### src/rtl/floor_request_queue.sv
//------------------------------------------------------------------------------
// floor_request_queue
//
// Hall-call request manager. Latches floor-button presses as pending requests,
// runs a SCAN (collective) scheduler that picks the travel direction and the
// next stop, and clears each request with a timed door dwell when the car
// reaches that floor.
//
// Parameters
//   FLOORS  number of floors; width of every one-hot floor vector
//   DWELL   cycles the door stays open per stop (>= 1)
//   DW      dwell counter width, derived from DWELL (leave at default)
//
// Ports
//   clk            in   system clock (divided elevator tick)
//   reset          in   asynchronous, active-low reset
//   call           in   synchronized floor buttons, level, bit i = floor i
//   current_floor  in   one-hot car position reported by floor control
//   pending        out  latched outstanding requests
//   target         out  one-hot next stop, zero when not travelling
//   direction      out  2'b10 up, 2'b01 down, 2'b00 stopped
//   door_open      out  high while the car dwells at a floor
//
// Build option
//   FLOOR_REQ_CANCEL_EN  when defined, pressing an already-pending floor
//                        (other than the current floor) withdraws it.
//------------------------------------------------------------------------------
module floor_request_queue #(
   parameter int FLOORS = 6,
   parameter int DWELL  = 3,
   parameter int DW     = $clog2(DWELL + 1)
) (
   input  logic              clk,
   input  logic              reset,
   input  logic [FLOORS-1:0] call,
   input  logic [FLOORS-1:0] current_floor,
   output logic [FLOORS-1:0] pending,
   output logic [FLOORS-1:0] target,
   output logic [1:0]        direction,
   output logic              door_open
);

   typedef enum logic [1:0] {
      ST_IDLE = 2'b00,
      ST_UP   = 2'b01,
      ST_DOWN = 2'b10,
      ST_DOOR = 2'b11
   } state_t;

   localparam logic [1:0]        DIR_UP     = 2'b10;
   localparam logic [1:0]        DIR_DOWN   = 2'b01;
   localparam logic [1:0]        DIR_STOP   = 2'b00;
   localparam logic [DW-1:0]     DWELL_LOAD = DW'(DWELL - 1);
   localparam logic [FLOORS-1:0] ONE        = FLOORS'(1);

   // Isolates the lowest set bit (nearest floor above when travelling up).
   function automatic logic [FLOORS-1:0] lowest_bit(input logic [FLOORS-1:0] v);
      return v & (~v + ONE);
   endfunction

   // Isolates the highest set bit (nearest floor below when travelling down).
   function automatic logic [FLOORS-1:0] highest_bit(input logic [FLOORS-1:0] v);
      logic [FLOORS-1:0] r;
      r = '0;
      for (int i = 0; i < FLOORS; i++) begin
         if (v[i]) begin
            r    = '0;
            r[i] = 1'b1;
         end
      end
      return r;
   endfunction

   // Registered state
   state_t            state_r;
   logic [FLOORS-1:0] call_q_r;
   logic [DW-1:0]     cnt_r;
   logic              last_dir_r;   // 1 = up, 0 = down

   // Combinational helpers
   logic [FLOORS-1:0] press_s;
   logic              floor_ok_s;
   logic [FLOORS-1:0] below_mask_s;
   logic [FLOORS-1:0] above_mask_s;
   logic [FLOORS-1:0] above_s;
   logic [FLOORS-1:0] below_s;
   logic [FLOORS-1:0] here_s;
   logic              local_press_s;
   logic [FLOORS-1:0] remote_s;
   logic [FLOORS-1:0] set_s;
   logic [FLOORS-1:0] cancel_s;
   logic              arrive_s;
   logic [FLOORS-1:0] clear_s;
   logic              prefer_up_s;
   state_t            resume_s;
   logic [FLOORS-1:0] resume_target_s;
   logic [1:0]        resume_dir_s;

   // Press detection, floor masks, request set/clear and the SCAN choice.
   always_comb begin
      press_s = call & ~call_q_r;

      // Exactly one bit set; zero or multi-hot positions disable arrivals.
      floor_ok_s = (current_floor != '0) &&
                   ((current_floor & (current_floor - ONE)) == '0);

      // For a one-hot position, subtracting one sets every bit below it.
      below_mask_s = current_floor - ONE;
      above_mask_s = ~(below_mask_s | current_floor);

      if (floor_ok_s) begin
         above_s       = pending & above_mask_s;
         below_s       = pending & below_mask_s;
         here_s        = pending & current_floor;
         local_press_s = ((press_s & current_floor) != '0);
      end else begin
         above_s       = '0;
         below_s       = '0;
         here_s        = '0;
         local_press_s = 1'b0;
      end

      // A press on the floor the car occupies is never latched.
      remote_s = press_s & ~current_floor;

`ifdef FLOOR_REQ_CANCEL_EN
      set_s    = remote_s & ~pending;
      cancel_s = remote_s & pending;
`else
      set_s    = remote_s;
      cancel_s = '0;
`endif

      arrive_s = floor_ok_s && ((state_r == ST_UP) || (state_r == ST_DOWN)) &&
                 (here_s != '0);

      if (arrive_s) begin
         clear_s = here_s | cancel_s;
      end else begin
         clear_s = cancel_s;
      end

      // Direction preference: keep going the way we were heading.
      if (state_r == ST_DOOR) begin
         prefer_up_s = last_dir_r;
      end else if (state_r == ST_DOWN) begin
         prefer_up_s = 1'b0;
      end else begin
         prefer_up_s = 1'b1;
      end

      if (prefer_up_s) begin
         if (above_s != '0) begin
            resume_s = ST_UP;
         end else if (below_s != '0) begin
            resume_s = ST_DOWN;
         end else begin
            resume_s = ST_IDLE;
         end
      end else begin
         if (below_s != '0) begin
            resume_s = ST_DOWN;
         end else if (above_s != '0) begin
            resume_s = ST_UP;
         end else begin
            resume_s = ST_IDLE;
         end
      end

      case (resume_s)
         ST_UP: begin
            resume_target_s = lowest_bit(above_s);
            resume_dir_s    = DIR_UP;
         end
         ST_DOWN: begin
            resume_target_s = highest_bit(below_s);
            resume_dir_s    = DIR_DOWN;
         end
         default: begin
            resume_target_s = '0;
            resume_dir_s    = DIR_STOP;
         end
      endcase
   end

   // Button edge-detect history and the pending request register.
   always_ff @(posedge clk or negedge reset) begin
      if (!reset) begin
         call_q_r <= '0;
         pending  <= '0;
      end else begin
         call_q_r <= call;
         pending  <= (pending | set_s) & ~clear_s;
      end
   end

   // Scheduler FSM with its dwell counter and registered Moore outputs.
   always_ff @(posedge clk or negedge reset) begin
      if (!reset) begin
         state_r    <= ST_IDLE;
         cnt_r      <= '0;
         last_dir_r <= 1'b1;
         target     <= '0;
         direction  <= DIR_STOP;
         door_open  <= 1'b0;
      end else if (floor_ok_s) begin
         case (state_r)
            ST_IDLE: begin
               if (local_press_s) begin
                  state_r   <= ST_DOOR;
                  cnt_r     <= DWELL_LOAD;
                  target    <= '0;
                  direction <= DIR_STOP;
                  door_open <= 1'b1;
               end else begin
                  state_r   <= resume_s;
                  target    <= resume_target_s;
                  direction <= resume_dir_s;
                  door_open <= 1'b0;
               end
            end
            ST_UP, ST_DOWN: begin
               if (arrive_s) begin
                  state_r    <= ST_DOOR;
                  cnt_r      <= DWELL_LOAD;
                  last_dir_r <= (state_r == ST_UP);
                  target     <= '0;
                  direction  <= DIR_STOP;
                  door_open  <= 1'b1;
               end else begin
                  // Covers both normal travel and fallback after a cancel.
                  state_r   <= resume_s;
                  target    <= resume_target_s;
                  direction <= resume_dir_s;
                  door_open <= 1'b0;
               end
            end
            ST_DOOR: begin
               if (local_press_s) begin
                  // Same-floor press restarts the full dwell.
                  cnt_r <= DWELL_LOAD;
               end else if (cnt_r != '0) begin
                  cnt_r <= cnt_r - DW'(1);
               end else begin
                  state_r   <= resume_s;
                  target    <= resume_target_s;
                  direction <= resume_dir_s;
                  door_open <= 1'b0;
               end
            end
            default: begin
               state_r   <= ST_IDLE;
               cnt_r     <= '0;
               target    <= '0;
               direction <= DIR_STOP;
               door_open <= 1'b0;
            end
         endcase
      end else begin
         // Invalid position: hold everything until floor control recovers.
         state_r <= state_r;
      end
   end

endmodule
### config.mk
export PLATFORM = sky130hd
export DESIGN_NAME = floor_request_queue
export DESIGN_NICKNAME = d
export VERILOG_FILES = /design/src/rtl/floor_request_queue.sv
export SDC_FILE = /design/constraint.sdc
export NUM_CORES = 1
export LEC_CHECK = 0
export BUFFER_PORTS_ARGS = -buffer_cell sky130_fd_sc_hd__buf_2
export CORE_MARGIN = 8
export CORE_UTILIZATION = 45
export DETAILED_ROUTE_END_ITERATION = 12
export PLACE_DENSITY = 0.78
export REMOVE_ABC_BUFFERS = 1
export SYNTH_ARGS = -nofsm -noshare
export SYNTH_HDL_FRONTEND = slang
export SYNTH_SLANG_ARGS = --single-unit
export TNS_END_PERCENT = 5
### constraint.sdc
create_clock -name clk -period 2 [get_ports clk]
set_input_delay 0.4 -clock clk [delete_from_list [all_inputs] [get_ports clk]]
set_output_delay 0.4 -clock clk [all_outputs]
set_load 0.05 [all_outputs]
==> run_results.csv <==
group,metric,value,unit
setup_path,crit_path_start,"current_floor[0]",
synthesis,syn_avg_cell_area,9.51,sq um
drt,vias_per_cell,5.88,
synthesis,synth-edff-count,0,
synthesis,synth_area_leader_cell,"dfrtp_1",
sta,fmax,399,MHz
setup_path,crit_chain,"buf_8 > inv_4 > buf_4 > ha_4 > nand3_1 > ha_4 > a222oi_1 > nand4_1 > buf_4 > and2_4 > o221a_4 > o21ai_2",
placement,io_buffers,28,
sta,finalCritPeriodShare,1.25,
synthesis,ys_async_sr_fraction,1.00,
setup_path,r2r_start,"pending[5]",
global_route,grt_pass1_wl,9110,microns
die,dieArea,0.00601,sq mm
drt,drtAntennaViolNets,0,
setup_path,max_stage_delay,0.47,ns
setup_path,r2r_slack,-0.01,ns
drt,drcViolationCount,0,
final_layout,nets,296,
clock_tree,clk_latency,0.28,ns
drt,drt-wirelength-per-cell,18.5,microns
sta,slew_headroom,0.622,
final_layout,layout.cells.non_filler,313,
clock_tree,cts_inserted_buffers,3,
die,die_h,77.5,microns
synthesis,yosys.area.top_type_share,0.367,
worst_hold_path,hp-class,"in2async",
final_layout,final_core_util,0.698,
synthesis,netlist_area,0.00170,sq mm
synthesis,ys_types,46,
placement,pre_cts_ws,-0.908,ns
die,num_rows,22,
final_layout,antenna_cells,0,
die,start_util,0.465,
synthesis,ys.warnings.count,0,
clock_tree,cts_max_level,1,
die,die_x,77.5,microns
synthesis,ys.flop_type,"dfrtp_1",
sta,layout_setup_ws,-0.507,ns
setup_path,cp-start-kind,"input pin",
die,io_pins,29,
drt,wl,5780,microns
power_and_ir_drop,powerDensity,565,mW/mm^2
run_status,violations,"setup timing",
placement,place.gp.congestion,0.899,
drt,dr.first_iter.drc_count,171,
setup_path,crit_type,"in2reg",
sta,rsz0062_at_grt,"true",
global_route,antenna_found_initial,0,
synthesis,syn_inst,179,
power_and_ir_drop,p_leak,1.23,nW
setup_path,critPathArrivalTime,2.71,ns
clock_tree,ctsLongestPathBuffers,2,
final_layout,drive_gt1_frac,0.464,
final_layout,syn2layout_area_growth,50.1,%
sta,setup_viol,14,
synthesis,synthTopCellsByArea,"dfrtp_1 (37%), ha_1 (12%), nand2_1 (5.5%)",
synthesis,ys_ff_latch,26,
flow_run,cap_violations,0,
run_status,status,"finished, violations left",
sta,hold_viol,0,
placement,dp_cells,302,
synthesis,synth-seq-area-share,0.383,
sta,worst_pin_slew,0.567,ns
global_route,gr-usage-all-layers,0.181,
drt,num_vias,1839,
clock_tree,clock-root-buffer,"clkbuf_8",
global_route,grt_pass1_vias,1892,
sta,finClkSkew,0.00618,ns
drt,drtPass1Iterations,7,
clock_tree,path_clk_slew,0.09,ns
global_route,grt_max_degree,27,
sta,tns,-5.50,ns
sta,layout_min_cycle_time,2.51,ns
clock_tree,cts_tree,"built",
die,core,0.00366,sq mm
setup_path,endpoint_kind,"register",
setup_path,crit_slowest_cell,"a222oi_1",
setup_path,path_max_fanout,4,
setup_path,worstPathRequired,2.21,ns
sta,slew_violations,0,
placement,dp_hpwl,3750,microns
power_and_ir_drop,total_power,0.00144,W
clock_tree,cts_sinks,26,
global_route,grt-ovfl-total,0,
power_and_ir_drop,irDropWorstVdd,0.000395,V
==> per-stage QoR <==
step | hold WS (ns) | instance area, sq um
CTS | 0.129 | 2470
floorplan | 0.104 | 1680
detailed placement | 0.431 | 2260
global route | 0.161 | 2560
global placement | 0.427 | 2260
finish | 0.104 | 2560
==> area by class of cell <==
class	instances	area, sq um
inverters	15	63.8
fillers	255	1100
flip-flops and latches	26	652
well taps	48	60.1
multi-input cells	134	1130
clock buffers	4	45.0
repair buffers	86	606
==> registers in the layout, indices dropped and copies added (netlist names) <==
name	flops
door_open	1
pending	6
state_r	2
call_q_r	6
last_dir_r	1
target	6
cnt_r	2
direction	2
==> synthesized netlist by cell type (2+ instances only) <==
library cell	number
o211a_1	2
a22oi_1	4
a32o_1	2
nand2_1	25
nor3_1	2
a222oi_1	2
o21ai_0	13
mux2_2	3
or2_2	2
a22o_1	4
dfrtp_1	25
nand4_1	2
ha_1	16
and2_1	2
and4_1	2
nand3_1	11
inv_1	15
nor2_1	2
o31ai_1	2
nor2b_1	4
a21oi_1	8
o211ai_1	3
nand3b_1	4
nand2b_1	2
==> worst paths after layout <==
kind                               end  depth (start not counted)
setup / recovery            state_r[0]                         12
hold / removal              pending[0]                          1
min in group clk           call_q_r[1]                          1
hold reg to reg              target[0]                          2
setup reg to reg            state_r[0]                          6
max in group asynchronous   last_dir_r                          1
==> critical path: cells and delay by family <==
family	cells	cell delay, ns
AO/OA/AOI/OAI	3	0.78
AND/OR/NAND/NOR	3	0.62
adder cells (fa/ha/maj)	2	0.43
buffers and inverters	4	0.48
==> cell usage in the layout (no fill, tap or decap), drive strengths merged, types with 3 or more instances in the layout <==
master  netlist  final
a21oi         8      8
a22o          4      4
a22oi         4      4
buf           3     86
clkbuf        1      4
dfrtp        25     25
ha           16     16
inv          15     15
mux2          3      3
nand2        25     25
nand3        12     12
nand3b        4      4
nor2b         4      4
o211ai        3      3
o21ai        13     13
==> where the power goes <==
| part | switching, W | leakage, nW | internal, W |
|---|---|---|---|
| clock | 0.000170 | 0.0228 | 0.000143 |
| sequential | 0.0000300 | 0.313 | 0.000570 |
| combinational | 0.000293 | 0.893 | 0.000237 |
==> cells by family (layout without fill, tap and decap cells) <==
group | after synthesis | in the layout | share of synthesized area
buffers and inverters | 19 | 105 | 0.0477
multiplexers | 4 | 4 | 0.0257
adder cells (fa/ha/maj) | 16 | 16 | 0.118
flip-flops | 26 | 26 | 0.383
AO/OA/AOI/OAI | 52 | 52 | 0.225
AND/OR/NAND/NOR | 62 | 62 | 0.201
==> what timing repair did <==
item,CTS,global route
resized for setup,30,17
setup endpoints to repair,14,18
hold buffers,0,0
buffers inserted,6,2
pin swaps,16,12
==> per-layer routing <==
| metal | vias to the layer above | track usage | routed length [microns] |
|---|---|---|---|
| met5 | - | 0 | 0 |
| met4 | 0 | 0.0623 | 224 |
| met3 | 26 | 0.0265 | 348 |
| met2 | 81 | 0.314 | 2940 |
| met1 | 897 | 0.223 | 2270 |
| li1 | 835 | - | - |
(Power assumes the default switching activity.)
